File: src/rtl/mtf_add_fifo.sv
`default_nettype none
// ============================================================================
// Module   : mtf_add_fifo
// Brief    : Transmit-side add-bus buffer. Admits whole packets from a bus
//            with no backpressure into a packet-aware FIFO. Drops and counts
//            any packet that cannot fit entirely. Forwards stored words to
//            the fabric under one-word-per-credit flow control.
// Revision : 1.0 - initial release
// ============================================================================
module mtf_add_fifo #(
    parameter int DEPTH   = 16,
    parameter int MAX_PKT = 8,
    parameter int CREDITS = 8,
    parameter int CNT_W   = 16
) (
    input  logic             clk,
    input  logic             rst_n,
    input  logic [79:0]      msf_mtf_fabbus80,
    output logic [79:0]      mtf_fab_bus80,
    input  logic             fab_mtf_crd_rtn,
    input  logic             stat_clr,
    output logic [CNT_W-1:0] mtf_drop_cnt,
    output logic             mtf_ovf_err,
    output logic             mtf_frm_err,
    output logic             mtf_crd_err
);

    localparam int c_AW = $clog2(DEPTH);
    localparam int c_OW = c_AW + 1;
    localparam int c_CW = $clog2(CREDITS + 1);
    localparam int c_WW = $clog2(MAX_PKT + 1);

    localparam logic [c_OW-1:0] c_DEPTH   = c_OW'(DEPTH);
    localparam logic [c_OW-1:0] c_MAX_PKT = c_OW'(MAX_PKT);
    localparam logic [c_CW-1:0] c_CREDITS = c_CW'(CREDITS);
    localparam logic [c_WW-1:0] c_PKT_LIM = c_WW'(MAX_PKT);

    typedef enum logic [1:0] {
        ST_IDLE = 2'd0,
        ST_PKT  = 2'd1,
        ST_DROP = 2'd2
    } state_t;

    state_t            r_state;
    state_t            w_state_nxt;

    logic [78:0]       r_mem [DEPTH];
    logic [c_AW-1:0]   r_wr_ptr;
    logic [c_AW-1:0]   r_rd_ptr;
    logic [c_OW-1:0]   r_occ;
    logic [c_CW-1:0]   r_credits;
    logic [c_WW-1:0]   r_wcnt;
    logic [c_WW-1:0]   w_wcnt_nxt;
    logic [79:0]       r_fab_bus;
    logic [CNT_W-1:0]  r_drop_cnt;
    logic              r_ovf_err;
    logic              r_frm_err;
    logic              r_crd_err;

    logic              w_vld;
    logic              w_sop;
    logic              w_eop;
    logic [c_OW-1:0]   w_free;
    logic              w_room;
    logic              w_wr_en;
    logic              w_pop;
    logic              w_drop_evt;
    logic              w_ovf_evt;
    logic              w_frm_evt;
    logic              w_crd_evt;

    assign w_vld = msf_mtf_fabbus80[79];
    assign w_sop = msf_mtf_fabbus80[78];
    assign w_eop = msf_mtf_fabbus80[77];

    // Free space is taken from the registered occupancy, so a pop in the
    // same cycle never helps the admission check.
    assign w_free = c_DEPTH - r_occ;
    assign w_room = (w_free >= c_MAX_PKT);

    // Pop is gated by credits, so the credit counter can never underflow.
    assign w_pop     = (r_occ != '0) && (r_credits != '0);
    assign w_crd_evt = fab_mtf_crd_rtn && !w_pop && (r_credits == c_CREDITS);

    // Write-side packet FSM: next state, write enable and error events.
    always_comb begin
        w_state_nxt = r_state;
        w_wr_en     = 1'b0;
        w_wcnt_nxt  = r_wcnt;
        w_drop_evt  = 1'b0;
        w_ovf_evt   = 1'b0;
        w_frm_evt   = 1'b0;
        if (w_vld) begin
            if (w_sop) begin
                // A sop always starts a new packet. Inside an open packet it
                // is a framing error, but the earlier fragment stays queued.
                if (r_state != ST_IDLE) begin
                    w_frm_evt = 1'b1;
                end
                if (w_room) begin
                    w_wr_en     = 1'b1;
                    w_wcnt_nxt  = c_WW'(1);
                    w_state_nxt = w_eop ? ST_IDLE : ST_PKT;
                end else begin
                    w_drop_evt  = 1'b1;
                    w_wcnt_nxt  = '0;
                    w_state_nxt = w_eop ? ST_IDLE : ST_DROP;
                end
            end else begin
                case (r_state)
                    ST_IDLE: begin
                        w_frm_evt = 1'b1;
                    end
                    ST_PKT: begin
                        if (r_wcnt >= c_PKT_LIM) begin
                            // Oversized packet: keep what is already queued
                            // and discard the remainder. An eop on this word
                            // closes the packet immediately.
                            w_ovf_evt   = 1'b1;
                            w_state_nxt = w_eop ? ST_IDLE : ST_DROP;
                        end else begin
                            // Admission reserved MAX_PKT slots, so the FIFO
                            // cannot be full here; the guard only protects
                            // the pointers.
                            w_wr_en    = (r_occ != c_DEPTH);
                            w_wcnt_nxt = r_wcnt + c_WW'(1);
                            if (w_eop) begin
                                w_state_nxt = ST_IDLE;
                            end
                        end
                    end
                    ST_DROP: begin
                        if (w_eop) begin
                            w_state_nxt = ST_IDLE;
                        end
                    end
                    default: begin
                        w_state_nxt = ST_IDLE;
                    end
                endcase
            end
        end
    end

    // FSM state and per-packet word counter.
    always_ff @(posedge clk) begin
        if (!rst_n) begin
            r_state <= ST_IDLE;
            r_wcnt  <= '0;
        end else begin
            r_state <= w_state_nxt;
            r_wcnt  <= w_wcnt_nxt;
        end
    end

    // FIFO storage. The valid bit is implied by occupancy and is not stored.
    always_ff @(posedge clk) begin
        if (w_wr_en) begin
            r_mem[r_wr_ptr] <= msf_mtf_fabbus80[78:0];
        end
    end

    // FIFO pointers and occupancy. The pointers wrap naturally modulo DEPTH.
    always_ff @(posedge clk) begin
        if (!rst_n) begin
            r_wr_ptr <= '0;
            r_rd_ptr <= '0;
            r_occ    <= '0;
        end else begin
            if (w_wr_en) begin
                r_wr_ptr <= r_wr_ptr + c_AW'(1);
            end
            if (w_pop) begin
                r_rd_ptr <= r_rd_ptr + c_AW'(1);
            end
            if (w_wr_en && !w_pop) begin
                r_occ <= r_occ + c_OW'(1);
            end else if (!w_wr_en && w_pop) begin
                r_occ <= r_occ - c_OW'(1);
            end
        end
    end

    // Output register. An idle cycle clears only the valid bit.
    always_ff @(posedge clk) begin
        if (!rst_n) begin
            r_fab_bus <= '0;
        end else if (w_pop) begin
            r_fab_bus <= {1'b1, r_mem[r_rd_ptr]};
        end else begin
            r_fab_bus[79] <= 1'b0;
        end
    end

    // Credit counter. A pop and a return in the same cycle cancel out, and a
    // return to a full counter is held as an error.
    always_ff @(posedge clk) begin
        if (!rst_n) begin
            r_credits <= c_CREDITS;
        end else if (w_pop && !fab_mtf_crd_rtn) begin
            r_credits <= r_credits - c_CW'(1);
        end else if (!w_pop && fab_mtf_crd_rtn && (r_credits != c_CREDITS)) begin
            r_credits <= r_credits + c_CW'(1);
        end
    end

    // Sticky flags and saturating drop counter. An event in the same cycle as
    // a clear takes priority.
    always_ff @(posedge clk) begin
        if (!rst_n) begin
            r_drop_cnt <= '0;
            r_ovf_err  <= 1'b0;
            r_frm_err  <= 1'b0;
            r_crd_err  <= 1'b0;
        end else begin
            if (w_drop_evt) begin
                if (stat_clr) begin
                    r_drop_cnt <= CNT_W'(1);
                end else if (r_drop_cnt != '1) begin
                    r_drop_cnt <= r_drop_cnt + CNT_W'(1);
                end
            end else if (stat_clr) begin
                r_drop_cnt <= '0;
            end

            if (w_ovf_evt) begin
                r_ovf_err <= 1'b1;
            end else if (stat_clr) begin
                r_ovf_err <= 1'b0;
            end

            if (w_frm_evt) begin
                r_frm_err <= 1'b1;
            end else if (stat_clr) begin
                r_frm_err <= 1'b0;
            end

            if (w_crd_evt) begin
                r_crd_err <= 1'b1;
            end else if (stat_clr) begin
                r_crd_err <= 1'b0;
            end
        end
    end

    assign mtf_fab_bus80 = r_fab_bus;
    assign mtf_drop_cnt  = r_drop_cnt;
    assign mtf_ovf_err   = r_ovf_err;
    assign mtf_frm_err   = r_frm_err;
    assign mtf_crd_err   = r_crd_err;

endmodule
`default_nettype wire

File: config.mk
export PLATFORM = sky130hd
export DESIGN_NAME = mtf_add_fifo
export DESIGN_NICKNAME = d
export VERILOG_FILES = /design/src/rtl/mtf_add_fifo.sv
export SDC_FILE = /design/constraint.sdc
export NUM_CORES = 2
export LEC_CHECK = 0
export ABC_AREA = 1
export BUFFER_PORTS_ARGS = -buffer_cell sky130_fd_sc_hd__buf_2
export CORE_MARGIN = 4
export CORE_UTILIZATION = 40
export DETAILED_ROUTE_END_ITERATION = 12
export PLACE_DENSITY = 0.53
export SYNTH_ARGS = -nofsm -noshare
export SYNTH_HDL_FRONTEND = slang
export SYNTH_SLANG_ARGS = --single-unit
File: constraint.sdc
create_clock -name clk -period 8.3 [get_ports clk]
set_input_delay 1.66 -clock clk [delete_from_list [all_inputs] [get_ports clk]]
set_output_delay 1.66 -clock clk [all_outputs]
set_load 0.01 [all_outputs]
==> impl_metrics.env <==
export IMPL_grt_pass1_wl_um=214000
export IMPL_power_mw=19.3
export IMPL_endpoint_kind="flip-flop"
export IMPL_cp_arrival_ns=5.01
export IMPL_core_sq_um=136000
export IMPL_post_dp_cell_area_sq_um=57400
export IMPL_worstMarginPinSlew_ns=1.11
export IMPL_routed_wl_met2_um=66900
export IMPL_hpwl_um=72800
export IMPL_layout_drive_gt1_share_pct=9.84
export IMPL_powerDensity_nw_per_um2=311
export IMPL_yosysWarnings=0
export IMPL_grt_max_degree=218
export IMPL_area_delta_synth_final_pct=13.0
export IMPL_finClkSkew_ns=0.0248
export IMPL_maxCapViolations=0
export IMPL_antenna_found_initial=21
export IMPL_ant_nets=0
export IMPL_clkTransAtPathRegs_ns=0.05
export IMPL_firstDrtPassIters=6
export IMPL_wl_met1_um=65100
export IMPL_grt_setup_unrepaired="no"
export IMPL_start_kind="primary input"
export IMPL_max_vdd_ir_drop_v=0.000288
export IMPL_syn_area_sq_um=55000
export IMPL_leakage_nw=20.8
export IMPL_grt_usage_pct=19.7
export IMPL_max_freq_mhz=218
export IMPL_ys_ff_latch=1386
export IMPL_port_buffers=182
export IMPL_die_w_um=379
export IMPL_numCtsBuffers=149
export IMPL_fin_util_pct=45.7
export IMPL_fin_crit_ns=4.60
export IMPL_cts_root_buffer="clkbuf_16"
export IMPL_crit_path_max_fanout=34
export IMPL_setup_viol=0
export IMPL_hold_path_class="flip-flop to flip-flop"
export IMPL_drt_total_wl_um=143000
export IMPL_synth_avg_cell_area_sq_um=12.3
export IMPL_final_nets=4668
export IMPL_grt_pass1_vias=33100
export IMPL_gr_total_overflow=0
export IMPL_htreeDepth=4
export IMPL_ios=183
export IMPL_post_route_period_util_pct=55.4
export IMPL_cts_buffer_depth=3
export IMPL_detail_route_iter0_violations=2602
export IMPL_highest_layer="met5"
export IMPL_crit_required_ns=8.71
export IMPL_cts_hold_buf=0
export IMPL_remaining_drc_errors=0
export IMPL_post_cts_setup_buffers=0
export IMPL_die_area_sq_um=143000
export IMPL_drv_slew=0
export IMPL_tns_ns=0
export IMPL_dr_total_vias=34600
export IMPL_ys_seq_area_share_pct=73.5
export IMPL_syn_inst=4473
export IMPL_synth_distinct_cells=33
export IMPL_fin_area_sq_um=62100
export IMPL_gp_congestion=0.762
export IMPL_finalHoldViolations=0
export IMPL_outcome="completed"
export IMPL_routed_wl_met3_um=7730
export IMPL_crit_type="primary input to flip-flop"
export IMPL_start_util_pct=40.4
export IMPL_die_h_um=379
export IMPL_viasPerCell=5.34
export IMPL_clk_latency_ns=0.79
export IMPL_std_cell_rows=135
export IMPL_cts_resized=0
export IMPL_cts_sinks=1386
export IMPL_synth_nets=4579
export IMPL_relSlewSlack_pct=25.8
export IMPL_wire_per_inst_um=22.1
export IMPL_cts_tree="built"
[cells by family (layout without fill, tap and decap cells)]
family | after synthesis | in the layout | share of synthesized area (%)
XOR/XNOR | 6 | 6 | 0.0956
buffers and inverters | 433 | 645 | 3.43
other | 0 | 7 | 0
flip-flops | 1386 | 1386 | 73.5
adder cells (fa/ha/maj) | 22 | 22 | 0.528
AND/OR/NAND/NOR | 1610 | 1610 | 11.7
AO/OA/AOI/OAI | 1016 | 1016 | 10.7
[final cells by class]
class	instances	area [sq um]
Antenna cell	7	17.5
Timing Repair Buffer	231	1420
Multi-Input combinational cell	2654	12800
Inverter	140	561
Clock buffer	197	3970
Sequential cell	1386	40400
Tap cell	1781	2230
Fill cell	12200	73800
Clock inverter	77	731
[power by group]
part / internal [mW] / switching, mW / leakage [nW]
clock: 3.67 / 2.74 / 2.29
combinational: 1.35 / 3.39 / 6.15
sequential: 7.92 / 0.232 / 12.4
[through the flow]
stage                     hold slack (ns)  setup WS, ns  std cells
after floorplan                     0.456          1.99       4473
after global placement              0.450          3.00       6192
after detailed placement            0.463          2.93       6192
after CTS                           0.477          3.76       6466
after global routing                0.497          3.49       6467
final                               0.476          3.70       6473
[path summary, 6_finish.rpt]
check / startpoint / end / slack [ns] / cells past startpoint
max: msf_mtf_fabbus80[78] / r_mem[2][35] / 3.70 / 10
min: mtf_crd_err / mtf_crd_err / 0.48 / 1
max reg2reg: r_occ[0] / r_mem[2][35] / 4.42 / 10
min reg2reg: mtf_crd_err / mtf_crd_err / 0.48 / 1
[Yosys cell counts, drive strengths merged]
cell    instances  area share, %
ha             20           0.46
a32o            2          0.036
o31ai           1          0.014
buf           141            1.4
inv           140           0.96
edfxtp       1264             69
nor3b           1          0.014
a21o            2          0.027
xnor2           1          0.016
nor3            8          0.073
and3            1          0.011
o211ai        317            4.3
nand4           9           0.10
a211oi          1          0.014
nor2         1167            8.0
or2             1          0.011
nand3         267            2.4
a21oi          35           0.32
dfxtp         122            4.4
fa              2          0.073
o21ai         657            6.0
a221oi          1          0.016
xor2            5          0.080
nand2         156            1.1
clkbuf        152            1.0
[worst max-delay path: stages]
cell and delay (ns):
buf_2 0.34, inv_1 0.21, nand2_1 0.15, nand2_1 0.15, a21oi_1 0.16, nand2_1 0.20, inv_1 0.30, nand2_1 0.31
nor2_4 0.77, buf_4 0.68
[sequential cells by signal (all words and copies together), names as in the netlist]
| name | count |
|---|---|
| mtf_fab_bus80 | 80 |
| mtf_crd_err | 1 |
| mtf_frm_err | 1 |
| mtf_drop_cnt | 16 |
| r_state | 2 |
| r_wr_ptr | 4 |
| mtf_ovf_err | 1 |
| r_mem | 1264 |
| r_rd_ptr | 4 |
| r_credits | 4 |
| r_wcnt | 4 |
| r_occ | 5 |
[layout by cell type, fill, tap and decap left out, types with 38 or more instances in the layout]
cell	Yosys	routed
edfxtp_1	1264	1264
nor2_1	1166	1150
o21ai_0	580	580
o211ai_1	317	317
nand3_1	266	266
buf_2	76	182
nand2_1	155	155
clkbuf_16	0	149
inv_1	135	134
dfxtp_1	122	118
o21ai_1	77	77
clkbuf_1	152	42
buf_4	22	38
[routing by layer]
layer / vias to the layer above / GRT usage, %
li1: 16300 / -
met1: 17200 / 27.9
met2: 847 / 31.6
met3: 212 / 3.60
met4: 4 / 5.14
met5: - / 0
(Power assumes the default switching activity.)
